`config.mk`:
```
export PLATFORM = sky130hd
export DESIGN_NAME = ps2_tx
export DESIGN_NICKNAME = d
export VERILOG_FILES = /design/src/rtl/ps2_tx.sv
export SDC_FILE = /design/constraint.sdc
export NUM_CORES = 1
export LEC_CHECK = 0
export BUFFER_PORTS_ARGS = -buffer_cell sky130_fd_sc_hd__buf_2
export CAP_MARGIN = 15
export CORE_MARGIN = 4
export CORE_UTILIZATION = 35
export DETAILED_ROUTE_END_ITERATION = 8
export PLACE_DENSITY = 0.49
export SLEW_MARGIN = 20
export SYNTH_ARGS = -nofsm -noshare
export SYNTH_HDL_FRONTEND = slang
export SYNTH_SLANG_ARGS = --single-unit
```
`constraint.sdc`:
```
create_clock -name clk_i -period 7.07 [get_ports clk_i]
set_input_delay 2.121 -clock clk_i [delete_from_list [all_inputs] [get_ports clk_i]]
set_output_delay 2.121 -clock clk_i [all_outputs]
set_load 0.05 [all_outputs]
```
`src/rtl/ps2_tx.sv`:
```
// Host-to-device PS/2 transmitter: inhibits the bus, requests to send, then shifts
// one byte plus odd parity out on device clock falls and checks the device ack.
module ps2_tx #(
    parameter int unsigned INHIBIT_CYC  = 5000,
    parameter int unsigned START_TO_CYC = 750000,
    parameter int unsigned FRAME_TO_CYC = 100000,
    parameter int unsigned FILT_LEN     = 4
) (
    input  logic       clk_i,
    input  logic       rst_i,
    input  logic [7:0] tx_data_i,
    input  logic       tx_start_i,
    output logic       tx_busy_o,
    output logic       tx_done_o,
    output logic       tx_err_o,
    output logic       rx_inhibit_o,
    input  logic       ps2_clk_i,
    input  logic       ps2_data_i,
    output logic       ps2_clk_oe_o,
    output logic       ps2_data_oe_o
);

    typedef enum logic [3:0] {
        S_IDLE, S_INHIBIT, S_REQ, S_WAIT1, S_XFER, S_ACK, S_WAITREL, S_DONE, S_ERR
    } state_t;

    localparam logic [19:0] L_INH_END   = 20'(INHIBIT_CYC - 1);
    localparam logic [19:0] L_START_END = 20'(START_TO_CYC - 1);
    localparam logic [19:0] L_FRAME_END = 20'(FRAME_TO_CYC - 1);

    logic [1:0]          r_clk_sync, r_dat_sync;
    logic [FILT_LEN-2:0] r_clk_hist, r_dat_hist;
    logic                r_clk_filt, r_dat_filt;
    logic [FILT_LEN-1:0] w_clk_win, w_dat_win;
    logic                w_fall;

    state_t      r_state, w_state_n;
    logic [19:0] r_cnt, w_cnt_n, r_fcnt, w_fcnt_n;
    logic [3:0]  r_bitcnt, w_bitcnt_n;
    logic [7:0]  r_shreg, w_shreg_n;
    logic        r_par, w_par_n;
    logic        r_clk_oe, w_clk_oe_n, r_data_oe, w_data_oe_n;
    logic        w_in_frame, w_in_frame_n;

    // Window = last FILT_LEN synchronized samples; the fall is seen the same cycle
    // the filtered clock is updated to 0.
    assign w_clk_win = {r_clk_hist, r_clk_sync[1]};
    assign w_dat_win = {r_dat_hist, r_dat_sync[1]};
    assign w_fall    = r_clk_filt & ~(|w_clk_win);

    always_ff @(posedge clk_i or posedge rst_i) begin
        if (rst_i) begin
            r_clk_sync <= '1;
            r_dat_sync <= '1;
            r_clk_hist <= '1;
            r_dat_hist <= '1;
            r_clk_filt <= 1'b1;
            r_dat_filt <= 1'b1;
        end else begin
            r_clk_sync <= {r_clk_sync[0], ps2_clk_i};
            r_dat_sync <= {r_dat_sync[0], ps2_data_i};
            r_clk_hist <= w_clk_win[FILT_LEN-2:0];
            r_dat_hist <= w_dat_win[FILT_LEN-2:0];
            if (&w_clk_win)
                r_clk_filt <= 1'b1;
            else if (~(|w_clk_win))
                r_clk_filt <= 1'b0;
            if (&w_dat_win)
                r_dat_filt <= 1'b1;
            else if (~(|w_dat_win))
                r_dat_filt <= 1'b0;
        end
    end

    always_ff @(posedge clk_i or posedge rst_i) begin
        if (rst_i) begin
            r_state   <= S_IDLE;
            r_cnt     <= '0;
            r_fcnt    <= '0;
            r_bitcnt  <= '0;
            r_shreg   <= '0;
            r_par     <= 1'b0;
            r_clk_oe  <= 1'b0;
            r_data_oe <= 1'b0;
        end else begin
            r_state   <= w_state_n;
            r_cnt     <= w_cnt_n;
            r_fcnt    <= w_fcnt_n;
            r_bitcnt  <= w_bitcnt_n;
            r_shreg   <= w_shreg_n;
            r_par     <= w_par_n;
            r_clk_oe  <= w_clk_oe_n;
            r_data_oe <= w_data_oe_n;
        end
    end

    always_comb begin
        w_state_n   = r_state;
        w_bitcnt_n  = r_bitcnt;
        w_shreg_n   = r_shreg;
        w_par_n     = r_par;
        w_clk_oe_n  = r_clk_oe;
        w_data_oe_n = r_data_oe;
        case (r_state)
            S_IDLE: begin
                w_clk_oe_n  = 1'b0;
                w_data_oe_n = 1'b0;
                if (tx_start_i) begin
                    w_shreg_n  = tx_data_i;
                    w_par_n    = ~^tx_data_i;
                    w_bitcnt_n = '0;
                    w_state_n  = S_INHIBIT;
                end
            end
            S_INHIBIT: begin
                w_clk_oe_n = 1'b1;
                if (r_cnt == L_INH_END) begin
                    w_data_oe_n = 1'b1;
                    w_state_n   = S_REQ;
                end
            end
            S_REQ: begin
                w_clk_oe_n  = 1'b0;
                w_data_oe_n = 1'b1;
                w_state_n   = S_WAIT1;
            end
            S_WAIT1: begin
                if (w_fall) begin
                    w_bitcnt_n  = 4'd1;
                    w_data_oe_n = ~r_shreg[0];
                    w_shreg_n   = {1'b0, r_shreg[7:1]};
                    w_state_n   = S_XFER;
                end else if (r_cnt == L_START_END) begin
                    w_data_oe_n = 1'b0;
                    w_state_n   = S_ERR;
                end
            end
            S_XFER: begin
                if (w_fall) begin
                    w_bitcnt_n = r_bitcnt + 4'd1;
                    if (r_bitcnt < 4'd8) begin
                        w_data_oe_n = ~r_shreg[0];
                        w_shreg_n   = {1'b0, r_shreg[7:1]};
                    end else if (r_bitcnt == 4'd8) begin
                        w_data_oe_n = ~r_par;
                    end else begin
                        w_data_oe_n = 1'b0;
                        w_state_n   = S_ACK;
                    end
                end
            end
            S_ACK: begin
                if (w_fall)
                    w_state_n = r_dat_filt ? S_ERR : S_WAITREL;
            end
            S_WAITREL: begin
                if (r_clk_filt && r_dat_filt)
                    w_state_n = S_DONE;
            end
            default: begin
                w_clk_oe_n  = 1'b0;
                w_data_oe_n = 1'b0;
                w_state_n   = S_IDLE;
            end
        endcase

        // Frame timeout overrides whatever the per-state logic decided.
        w_in_frame = (r_state == S_XFER) || (r_state == S_ACK) || (r_state == S_WAITREL);
        if (w_in_frame && (r_fcnt == L_FRAME_END)) begin
            w_clk_oe_n  = 1'b0;
            w_data_oe_n = 1'b0;
            w_state_n   = S_ERR;
        end
        w_in_frame_n = (w_state_n == S_XFER) || (w_state_n == S_ACK) || (w_state_n == S_WAITREL);
        w_cnt_n  = (w_state_n != r_state) ? '0 : r_cnt + 20'd1;
        w_fcnt_n = (w_in_frame && w_in_frame_n) ? r_fcnt + 20'd1 : '0;
    end

    assign tx_busy_o     = (r_state != S_IDLE);
    assign rx_inhibit_o  = tx_busy_o;
    assign tx_done_o     = (r_state == S_DONE);
    assign tx_err_o      = (r_state == S_ERR);
    assign ps2_clk_oe_o  = r_clk_oe;
    assign ps2_data_oe_o = r_data_oe;

endmodule

```
==> impl_metrics.env <==
export IMPL_h_tree_depth=3
export IMPL_cap_violations=0
export IMPL_leakagePower_nw=1.66
export IMPL_io_pins=19
export IMPL_coreArea_um2=10300
export IMPL_grt_pass1_wl_mm=13.0
export IMPL_hold_viol=0
export IMPL_fin_skew_ps=12.2
export IMPL_setup_viol=0
export IMPL_layout_drive_gt1_share=0.153
export IMPL_holdWs_ps=356
export IMPL_syn_inst=369
export IMPL_yosys_cell_types_count=53
export IMPL_instances_no_fill=527
export IMPL_clk_latency_ps=340
export IMPL_gp_congestion=0.781
export IMPL_grt_max_degree=72
export IMPL_finalPower_w=0.000714
export IMPL_reg2reg_slack_ps=4100
export IMPL_drv_slew=0
export IMPL_worst_setup_path_type="reg2out"
export IMPL_die_width_um=111
export IMPL_dr_pass1_iters=4
export IMPL_path_clk_slew_ps=80
export IMPL_post_route_util=0.390
export IMPL_synth_seq_cells=71
export IMPL_powerDensity_nw_per_um2=178
export IMPL_cp_endpoint="tx_done_o"
export IMPL_layout_nets=403
export IMPL_yosysWarnings=0
export IMPL_area_growth_syn_to_layout_pct=8.61
export IMPL_viasPerCell=4.90
export IMPL_avgRoutedWirePerCell_um=13.9
export IMPL_startpoint_type="flip-flop"
export IMPL_cts_buffers=9
export IMPL_hold_class="reg2reg"
export IMPL_async_flop_share=1.00
export IMPL_diodes=0
export IMPL_synth_edf_count=0
export IMPL_irDropWorstVdd_mv=0.0649
export IMPL_cts_tree="built"
export IMPL_wl_mm=7.34
export IMPL_place_inst=511
export IMPL_synth_area_per_cell_um2=10.0
export IMPL_rr_endpoint="r_cnt[10]"
export IMPL_row_count=37
export IMPL_die_h_um=111
export IMPL_drt_iter0_markers=170
export IMPL_synthesis_nets=386
export IMPL_grtUsageTotal=0.130
export IMPL_arrival_ps=1760
export IMPL_setup_tns_final_ps=0
export IMPL_grt_pass1_vias=2596
export IMPL_slew_headroom=0.337
export IMPL_synth_ff_type="dfrtp_1"
export IMPL_rr_startpoint="r_state[0]"
export IMPL_rsz0062_at_grt="no"
export IMPL_fp_dieArea_um2=12300
export IMPL_ys_seq_area_frac=0.484
export IMPL_hold_buffers=0
export IMPL_clockBufferDepth=2
export IMPL_initial_core_util=0.359
export IMPL_post_route_min_period_ps=3880
export IMPL_clock_root_buffer="clkbuf_8"
export IMPL_max_clock_freq_ghz=0.258
export IMPL_outcome="finished clean"
export IMPL_tightestPinTransition_ps=989
export IMPL_cp_end_kind="output pin"
export IMPL_critPathLaunch="r_state[2]"
export IMPL_period_share=0.549
export IMPL_grt_overflow=0
export IMPL_drc_errors=0
export IMPL_port_buffer_count=18
export IMPL_crit_fanout=13
export IMPL_syn_area_um2=3700
export IMPL_post_cts_resized=0
export IMPL_postCtsSetupBuffers=0
export IMPL_reg2reg_depth=6
export IMPL_vias=2584
export IMPL_antenna_found_initial=0
export IMPL_clock_sinks=71
export IMPL_required_ps=4950
export IMPL_nFillCells=1035
export IMPL_ant_nets=0
export IMPL_hpwl_mm=4.98
[synth_stat cells, types with 2 or more instances]
cell / instances / area share
o21a_1: 3 / 0.0061
nor2_1: 37 / 0.037
or2_2: 2 / 0.0034
nand4_1: 7 / 0.012
inv_1: 9 / 0.0091
nand2b_1: 2 / 0.0034
dfstp_2: 12 / 0.085
nor3_1: 23 / 0.031
buf_4: 4 / 0.0081
and3_1: 9 / 0.015
xor2_1: 23 / 0.054
buf_2: 4 / 0.0054
or3_1: 4 / 0.0068
o21ai_0: 17 / 0.023
a21boi_0: 2 / 0.0041
a31oi_1: 5 / 0.0084
nand3b_1: 2 / 0.0041
nand3_1: 21 / 0.028
buf_6: 5 / 0.015
a21o_1: 2 / 0.0041
xnor2_1: 21 / 0.050
nor4b_2: 3 / 0.012
dfrtp_1: 59 / 0.40
mux2i_1: 7 / 0.019
nand4b_1: 2 / 0.0047
nor4_1: 3 / 0.0051
nand2_1: 37 / 0.037
and4_1: 3 / 0.0071
nor2b_1: 8 / 0.014
a21oi_1: 5 / 0.0068
a31o_2: 2 / 0.0047
ha_1: 4 / 0.014
a32oi_1: 2 / 0.0047
[layout make-up]
class                      count  area [um2]  share of cell area
clock buffer                  12         135              0.0336
clock inverter                 4        22.5             0.00560
inverter                       9        33.8             0.00840
multi-input combinational    276        1770               0.440
sequential                    71        1790               0.445
tap                          136         170              0.0423
timing repair buffer          19        97.6              0.0243
[logic make-up after synthesis]
logic type	Yosys count	synth area share
adder cells (fa/ha/maj)	4	0.0135
XOR/XNOR	45	0.108
buffers and inverters	22	0.0378
flip-flops	71	0.484
multiplexers	7	0.0189
AND/OR/NAND/NOR	173	0.251
AO/OA/AOI/OAI	47	0.0861
[worst min path at each step]
stage,from,end,slack (ps),depth (start not counted)
floorplan,r_clk_sync[0],r_clk_sync[1],350,0
CTS,r_dat_sync[0],r_dat_sync[1],360,0
global route,r_dat_sync[0],r_dat_sync[1],360,0
detailed placement,r_dat_sync[0],r_dat_sync[1],350,0
global placement,r_dat_sync[0],r_dat_sync[1],350,0
finish,r_dat_sync[0],r_dat_sync[1],360,0
[registers in the layout, indices dropped and copies added, names as in the netlist, 2 cells and up]
name / flops
r_cnt: 20
r_fcnt: 20
r_shreg: 8
r_bitcnt: 4
r_state: 4
r_clk_hist: 3
r_dat_hist: 3
r_clk_sync: 2
r_dat_sync: 2
[power by group]
| part | total [W] | internal, W | leakage, nW | switching, W |
|---|---|---|---|---|
| Clock | 0.000274 | 0.000126 | 0.0801 | 0.000148 |
| Sequential | 0.000416 | 0.000413 | 0.920 | 0.00000333 |
| Combinational | 0.0000238 | 0.00000917 | 0.656 | 0.0000146 |
| Total | 0.000714 | 0.000548 | 1.66 | 0.000166 |
[metal layers]
layer / wire length (um) / GRT usage / vias to the layer above
li1: - / - / 1321
met1: 3820 / 0.194 / 1218
met2: 3100 / 0.177 / 35
met3: 290 / 0.0377 / 10
met4: 134 / 0.0443 / 0
met5: 0 / 0 / -
[critical path: stages (launching register included)]
cell and delay, ps:
dfrtp_1 580, nor2b_1 350, nor2b_1 210, buf_2 280
[per-stage QoR]
step | setup WS (ps) | cell area, um2
6_report | 3190 | 4020
5_1_grt | 3050 | 4020
4_1_cts | 3130 | 4020
3_5_place_dp | 3200 | 3860
3_3_place_gp | 3260 | 3860
2_1_floorplan | 2680 | 3700
[cell usage in the layout (no fill, tap or decap), types with 12 or more instances in the layout]
cell	count
dfstp_2	12
buf_2	18
xor2_1	23
nor2_1	37
o21ai_0	17
nand2_1	37
nor3_1	23
nand3_1	21
dfrtp_1	59
xnor2_1	21
Power figures use the tool's default switching activity.
